## src/rtl/bit_field_ctrl.sv

```systemverilog
// bit_field_ctrl: read-modify-write sequencer for single-bit and bit-field
// operations on a 16-bit register file. Accepts one command, reads the target
// register, rewrites bits lo..hi one position per cycle, writes back, and
// pulses done (with err for rejected commands).
module bit_field_ctrl #(
  parameter int unsigned RF_AW = 3
) (
  input  logic             clk,
  input  logic             reset_n,
  input  logic             cmd_valid,
  output logic             cmd_ready,
  input  logic [2:0]       cmd_op,
  input  logic [RF_AW-1:0] cmd_reg,
  input  logic [3:0]       cmd_lo,
  input  logic [3:0]       cmd_hi,
  input  logic [15:0]      cmd_data,
  output logic [RF_AW-1:0] rf_raddr,
  input  logic [15:0]      rf_rdata,
  output logic             rf_we,
  output logic [RF_AW-1:0] rf_waddr,
  output logic [15:0]      rf_wdata,
  output logic             done,
  output logic             err,
  output logic [15:0]      result
);

  typedef enum logic [2:0] {
    S_IDLE, S_READ, S_LOAD, S_MODIFY, S_WRITE, S_DONE, S_ERR
  } state_t;

  typedef enum logic [2:0] {
    OP_SET    = 3'd0,
    OP_CLEAR  = 3'd1,
    OP_TOGGLE = 3'd2,
    OP_INSERT = 3'd3,
    OP_TEST   = 3'd4
  } op_t;

  state_t           state_q, state_d;
  logic [2:0]       op_q, op_d;
  logic [RF_AW-1:0] reg_q, reg_d;
  logic [3:0]       lo_q, lo_d;
  logic [3:0]       hi_q, hi_d;
  logic [15:0]      data_q, data_d;
  logic [15:0]      work_q, work_d;
  logic [15:0]      field_q, field_d;
  logic [3:0]       k_q, k_d;
  logic [3:0]       idx;

  logic             cmd_ready_q;
  logic [RF_AW-1:0] rf_raddr_q, rf_raddr_d;
  logic             rf_we_q;
  logic [RF_AW-1:0] rf_waddr_q, rf_waddr_d;
  logic [15:0]      rf_wdata_q, rf_wdata_d;
  logic             done_q;
  logic             err_q;
  logic [15:0]      result_q, result_d;

  // Next-state, datapath and next-output logic. Outputs are registered from
  // the next state so every output changes only on a clock edge.
  always_comb begin
    state_d    = state_q;
    op_d       = op_q;
    reg_d      = reg_q;
    lo_d       = lo_q;
    hi_d       = hi_q;
    data_d     = data_q;
    work_d     = work_q;
    field_d    = field_q;
    k_d        = k_q;
    idx        = k_q - lo_q;
    rf_raddr_d = rf_raddr_q;
    rf_waddr_d = rf_waddr_q;
    rf_wdata_d = rf_wdata_q;
    result_d   = result_q;

    case (state_q)
      S_IDLE: begin
        if (cmd_valid && cmd_ready_q) begin
          op_d   = cmd_op;
          reg_d  = cmd_reg;
          lo_d   = cmd_lo;
          hi_d   = cmd_hi;
          data_d = cmd_data;
          if ((cmd_op > 3'd4) || (cmd_hi < cmd_lo)) begin
            state_d  = S_ERR;
            result_d = '0;
          end else begin
            state_d    = S_READ;
            rf_raddr_d = cmd_reg;
          end
        end
      end
      S_READ: state_d = S_LOAD;
      S_LOAD: begin
        work_d  = rf_rdata;
        field_d = '0;
        k_d     = lo_q;
        state_d = S_MODIFY;
      end
      S_MODIFY: begin
        case (op_q)
          OP_SET:    work_d[k_q] = 1'b1;
          OP_CLEAR:  work_d[k_q] = 1'b0;
          OP_TOGGLE: work_d[k_q] = ~work_q[k_q];
          OP_INSERT: work_d[k_q] = data_q[idx];
          default:   field_d[idx] = work_q[k_q];
        endcase
        // Loop ends by comparing against hi before incrementing, so hi=15
        // never needs the pointer to reach 16.
        if (k_q == hi_q) begin
          if (op_q == OP_TEST) begin
            state_d  = S_DONE;
            result_d = field_d;
          end else begin
            state_d    = S_WRITE;
            rf_waddr_d = reg_q;
            rf_wdata_d = work_d;
          end
        end else begin
          k_d = k_q + 4'd1;
        end
      end
      S_WRITE: begin
        state_d  = S_DONE;
        result_d = work_q;
      end
      S_DONE:  state_d = S_IDLE;
      S_ERR:   state_d = S_IDLE;
      default: state_d = S_IDLE;
    endcase
  end

  // State, captured command, datapath and registered outputs.
  always_ff @(posedge clk or negedge reset_n) begin
    if (!reset_n) begin
      state_q     <= S_IDLE;
      op_q        <= '0;
      reg_q       <= '0;
      lo_q        <= '0;
      hi_q        <= '0;
      data_q      <= '0;
      work_q      <= '0;
      field_q     <= '0;
      k_q         <= '0;
      cmd_ready_q <= 1'b0;
      rf_raddr_q  <= '0;
      rf_we_q     <= 1'b0;
      rf_waddr_q  <= '0;
      rf_wdata_q  <= '0;
      done_q      <= 1'b0;
      err_q       <= 1'b0;
      result_q    <= '0;
    end else begin
      state_q     <= state_d;
      op_q        <= op_d;
      reg_q       <= reg_d;
      lo_q        <= lo_d;
      hi_q        <= hi_d;
      data_q      <= data_d;
      work_q      <= work_d;
      field_q     <= field_d;
      k_q         <= k_d;
      cmd_ready_q <= (state_d == S_IDLE);
      rf_raddr_q  <= rf_raddr_d;
      rf_we_q     <= (state_d == S_WRITE);
      rf_waddr_q  <= rf_waddr_d;
      rf_wdata_q  <= rf_wdata_d;
      done_q      <= (state_d == S_DONE) || (state_d == S_ERR);
      err_q       <= (state_d == S_ERR);
      result_q    <= result_d;
    end
  end

  assign cmd_ready = cmd_ready_q;
  assign rf_raddr  = rf_raddr_q;
  assign rf_we     = rf_we_q;
  assign rf_waddr  = rf_waddr_q;
  assign rf_wdata  = rf_wdata_q;
  assign done      = done_q;
  assign err       = err_q;
  assign result    = result_q;

endmodule

```

## config.mk

```make
export PLATFORM = sky130hd
export DESIGN_NAME = bit_field_ctrl
export DESIGN_NICKNAME = d
export VERILOG_FILES = /design/src/rtl/bit_field_ctrl.sv
export SDC_FILE = /design/constraint.sdc
export NUM_CORES = 1
export LEC_CHECK = 0
export ABC_AREA = 1
export BUFFER_PORTS_ARGS = -buffer_cell sky130_fd_sc_hd__buf_2
export CAP_MARGIN = 25
export CORE_MARGIN = 2
export CORE_UTILIZATION = 50
export DETAILED_ROUTE_END_ITERATION = 7
export PLACE_DENSITY = 0.71
export SLEW_MARGIN = 30
export SYNTH_ARGS = -nofsm -noshare
export SYNTH_HDL_FRONTEND = slang
export SYNTH_SLANG_ARGS = --single-unit
```

## constraint.sdc

```tcl
create_clock -name clk -period 6.9 [get_ports clk]
set_input_delay 0.69 -clock clk [delete_from_list [all_inputs] [get_ports clk]]
set_output_delay 0.69 -clock clk [all_outputs]
set_load 0.05 [all_outputs]
```

==> reports/metrics.yaml, run 1 <==
synth_area_um2: 6200
grt_overflow: 0
cts_tree: "built"
routed.top_layer: "met4"
gp_congestion: 0.880
ys_ff_latch: 111
cts-root-buf: "clkbuf_16"
cts_made_buffers: 9
dp_hpwl_um: 11700
synth-edff-count: 0
setup-tns-final_ns: 0
rsz0062_at_grt: "no"
yosysTopAreaCell: "dfrtp_1"
final_antenna_net_count: 0
yosysMostFrequentCell: "nand2_1"
status: "finished, final reports clean"
syn2layout_area_growth_pct: 13.2
placed_area_um2: 6740
leakage_nw: 3.72
power.density_nw_per_um2: 563
drt_first_pass_iters: 5
nFillCells: 1185
insertion_delay_ns: 0.37
fin_ws_ns: 3.80
globalRouteTotalUtil: 0.262
post-cts-setup-buffers: 0
fin_crit_ns: 3.10
die_height_um: 115
critical-path-slowest-cell: "dfrtp_1"
nets: 1018
async_flop_share: 1.00
syn_inst: 885
clock.fmax_ghz: 0.323
ir_drop_mv: 0.353
ys.warnings.count: 0
worstPathArrival_ns: 3.41
synthesis.nets: 945
wire_per_inst_um: 14.5
drive_gt1_frac: 0.136
grt_pass1_vias: 5364
antenna_found_initial: 0
synth_area_per_cell_um2: 7.01
synth.area.top_cells: "dfrtp_1, nand2_1, o21ai_0, nand3_1, inv_1"
dieArea_um2: 13300
drv_slew: 0
end_kind: "flop"
period_share: 0.449
ctsHtreeMaxLevel: 3
fin_skew_ns: 0.00791
synth_top_cell_area_share: 0.448
path_cells: "inv_2 > ha_1 > inv_1 > fa_1 > inv_2 > nor2_1 > nand2_1 > o21ai_1 > o21ai_1 > nand3_2 > nand3_1 > nand2_1 > nand2_1 > nand3_1 > nand2_1"
dp.cells: 1115
route.met2.wl_um: 6750
cts_resized: 0
maxCapViolCount: 0
insertedDiodeCount: 0
routed_wirelength_um: 16400
clk_path_buf_depth: 2
critical_path_required_ns: 7.21
drcViolationCount: 0
slew_headroom: 0.350
route.vias.total: 5817
port_buffers: 90
hold_path.class: "in2async"
dieWidth_um: 115
drt_iter0_markers: 499
worst_pin_slew_ns: 0.973
grt_max_degree: 68
met3_wirelength_um: 1130
num_io_pins: 91
synth_common_cells: "nand2_1, dfrtp_1, inv_1, nor2_1, o21ai_0"
path_clk_slew_ns: 0.08
hold_viol_final: 0
grt_pass1_wl_um: 26900
max_stage_delay_ns: 0.63
finalSetupViolations: 0
dp_slack_ns: 3.86
coreArea_um2: 12100
path_max_fanout: 16
cts.sinks: 111
critPathLaunchType: "flop"
drt-met1-wl_um: 8070
ys_types: 29
ys_seq_area_frac: 0.448
start_util: 0.514
via_per_inst: 5.14
postCtsHoldBufs: 0
cp_common_cell: "nand2_1"
synthFlopType: "dfrtp_1"
finalNonFillerCells: 1131
rows: 40
worst-setup-path-type: "reg2reg"
design_area_um2: 7020
[flip-flops by register name (all words and copies together) (netlist names)]
signal     flops
rf_we          1
op_q           3
hi_q           4
field_q       16
result        16
data_q        16
rf_wdata      16
lo_q           4
err            1
k_q            4
rf_waddr       3
rf_raddr       3
cmd_ready      1
state_q        3
reg_q          3
work_q        16
done           1
[worst paths after layout]
check,startpoint,end,slack (ns),depth (start not counted)
min,reset_n,result[1],0.42,1
min reg2reg,result[13],result[13],0.47,2
max,k_q[0],work_q[3],3.80,15
min in group clk,result[13],result[13],0.47,2
max reg2reg,k_q[0],work_q[3],3.80,15
max in group asynchronous,reset_n,op_q[0],5.40,2
[cells by family after synthesis]
logic type,Yosys count,share of synthesized area
multiplexers,1,0.00182
AND/OR/NAND/NOR,498,0.327
flip-flops,111,0.448
adder cells (fa/ha/maj),11,0.0234
AO/OA/AOI/OAI,114,0.0942
buffers and inverters,142,0.0942
XOR/XNOR,8,0.0113
[where the power goes]
group	switching, mW	internal (mW)
combinational	1.72	0.596
sequential	0.200	0.932
clock	0.259	0.248
[layout make-up]
cell class,count,area (µm²),share of cell area
well taps,168,210,0.0300
multi-input cells,632,2850,0.406
clock buffers,9,225,0.0321
flip-flops and latches,111,2780,0.396
repair buffers,94,483,0.0688
inverters,110,414,0.0590
clock inverters,7,55.1,0.00785
[cells in the final DEF, fill, tap and decap left out, types with 3 or more instances in the layout]
cell and instances:
ha_1 10, nand3_2 3, inv_1 101, nand2_1 317, buf_4 5, clkbuf_16 9
xnor2_1 6, a21oi_1 19, inv_2 8, nand2_2 3, nor2_1 84, o21ai_0 85
o211ai_1 3, dfrtp_1 111, nor3_1 3, o21ai_1 5, nand3_1 82, buf_2 89
[metal layers]
| layer | vias to the layer above | track usage |
|---|---|---|
| met5 | - | 0 |
| met4 | 0 | 0.111 |
| met3 | 31 | 0.0369 |
| met2 | 211 | 0.377 |
| met1 | 2663 | 0.394 |
| li1 | 2912 | - |
[metrics by stage]
step	total power [mW]	util	hold WS [ns]
after floorplan	2.90	-	0.394
after global placement	3.39	0.558	0.456
after detailed placement	3.42	0.559	0.461
after CTS	3.93	0.582	0.462
after global routing	4.30	0.582	0.495
final	3.95	0.582	0.417
[worst max-delay path: cells and delay by family, from the launching register on]
family | cells | cell delay [ns]
flip-flops | 1 | 0.63
buffers and inverters | 3 | 0.45
adder cells (fa/ha/maj) | 2 | 0.73
AND/OR/NAND/NOR | 8 | 1.02
AO/OA/AOI/OAI | 2 | 0.22
(Power assumes the default switching activity.)
==> run 2: changes to the inputs <==
PLACE_DENSITY = 0.74   (was 0.71)
clock period = 2.53 ns   (was 6.9 ns; I/O delays follow)
==> reports/metrics.yaml, run 2 (synthesized netlist as in run 1, its figures left out) <==
status: "finished, final reports clean"
nets: 1037  # +1.9%
path_clk_slew_ns: 0.07  # about the same
drt_first_pass_iters: 5  # unchanged
port_buffers: 90  # unchanged
grt_pass1_wl_um: 27500  # +2.2%
clock.fmax_ghz: 0.402  # +25%
period_share: 0.983  # +0.534
coreArea_um2: 12100  # unchanged
crit_buf_inv: 4  # +1
finalSetupViolations: 0  # unchanged
final_common_cell: "nand2_1"
dieArea_um2: 13300  # unchanged
grt_max_degree: 50  # -26%
final_cell_mix: "nand2_1, dfrtp_1, inv_1"
dp_hpwl_um: 12000  # +3.1%
die_height_um: 115  # unchanged
hold_end: "data_q[1]"
gp_congestion: 0.944  # +7.3%
nFillCells: 1096  # -7.5%
route.vias.total: 5953  # +2.3%
worstPathArrival_ns: 2.79  # -0.62 ns
dp_slack_ns: 0.0797  # -3.78 ns
final_antenna_net_count: 0  # unchanged
max_stage_delay_ns: 0.65  # +0.02 ns
fin_skew_ns: 0.00803  # +0.000122 ns
path_max_fanout: 8  # -8
worst_pin_slew_ns: 0.751  # -0.222 ns
hold_path.class: "in2reg"
dieWidth_um: 115  # unchanged
grt_pass1_vias: 5499  # +2.5%
via_per_inst: 5.18  # +0.65%
fin_ws_ns: 0.0432  # -3.76 ns
ctsHtreeMaxLevel: 3  # unchanged
insertion_delay_ns: 0.37  # about the same
path_cells: "inv_2 > ha_4 > inv_2 > fa_2 > inv_4 > nand2_2 > o21ai_1 > o21ai_1 > nand3_4 > buf_12 > nand3_1 > nand2_1 > nand2_2 > nand3_2 > nand2_2"
min_from: "cmd_data[1]"
rsz0062_at_grt: "yes"
drt_iter0_markers: 472  # -5.4%
r2r_cells: 15  # unchanged
cp_top_family: "adder cells"
cp_common_cell: "nand2_2"
drcViolationCount: 0  # unchanged
end_kind: "flop"
num_io_pins: 91  # unchanged
antenna_found_initial: 0  # unchanged
fin_crit_ns: 2.49  # -0.611 ns
wire_per_inst_um: 14.8  # +1.7%
finalCoreUtilization: 0.610  # +0.0282
critical-path-slowest-cell: "fa_2"
slew_headroom: 0.499  # +0.149
ff2ff_setup_slack_ns: 0.04  # -3.76 ns
worst-setup-path-type: "reg2reg"
start_util: 0.514  # unchanged
critPathLaunchType: "flop"
syn2layout_area_growth_pct: 18.6
rows: 40  # unchanged
cts.sinks: 111  # unchanged
clk_path_buf_depth: 2  # unchanged
routed_wirelength_um: 17000  # +3.4%
whs_path_depth: 3
drv_slew: 0  # unchanged
timing.rr.end: "rf_wdata[15]"
insertedDiodeCount: 0  # unchanged
r2r-start: "k_q[0]"
cts_made_buffers: 9  # unchanged
cts-root-buf: "clkbuf_16"
grt_overflow: 0  # unchanged
drive_gt1_frac: 0.179  # +0.0432
critical_path_required_ns: 2.84  # -4.37 ns
cts_tree: "built"
globalRouteTotalUtil: 0.267  # +0.00499
hold_viol_final: 0  # unchanged
maxCapViolCount: 0  # unchanged
holdWs_ns: 0.0836  # -0.333 ns
[run 2: cell count changes in the layout (fill, tap and decap cells not counted), sizes merged]
cell,before,now
clkinv,4,2
buf,94,111
clkbuf,9,13
dlygate4sd3,0,1
bufinv,0,1
inv,111,109
[run 2: stage by stage]
step	instances	setup TNS, ns	area (µm²)
finish	1150	0	7360
global route	1150	-1.50	7360
CTS	1147	0	7200
detailed placement	1130	0	6880
global placement	1130	0	6880
floorplan	885	0	6200
[run 2: what timing repair did]
action,in CTS,in global routing
resized for setup,0,33
hold endpoints to repair,46,0
hold buffers,1,0
setup buffers,0,2
endpoints found under the setup margin,0,39
[run 2: how the worst max path moves through the flow]
stage,slack (ns),cells past startpoint,end,startpoint
6_report,0.04,15,rf_wdata[15],k_q[0]
4_1_cts,0.05,17,rf_wdata[15],k_q[0]
3_3_place_gp,0.15,17,rf_wdata[15],k_q[0]
5_1_grt,-0.07,17,work_q[3],k_q[0]
2_1_floorplan,0.16,17,rf_wdata[10],k_q[0]
3_5_place_dp,0.08,17,rf_wdata[15],k_q[0]
[run 2: layout make-up]
class                      count  area [µm²]  area share
clock inverter                 4        53.8     0.00731
timing repair buffer         113         683      0.0929
inverter                     110         417      0.0566
clock buffer                  12         256      0.0349
multi-input combinational    632        2960       0.402
tap                          168         210      0.0286
sequential                   111        2780       0.378
[run 2: tightest hold or removal path, cell delays in order]
cell and delay (ns):
buf_2 0.07, nand2_1 0.04, nand2_1 0.05
[run 2: metal layers]
layer	vias up	GRT usage	part of all wire
met1	2702	0.377	0.44
met3	40	0.0675	0.085
met4	0	0.101	0.026
met5	-	0	0
met2	271	0.396	0.44
li1	2940	-	-
Power of run 2 is left out: the tool's default activity adds up to more than one toggle a clock period on the data nets, which glitch-free logic cannot reach.
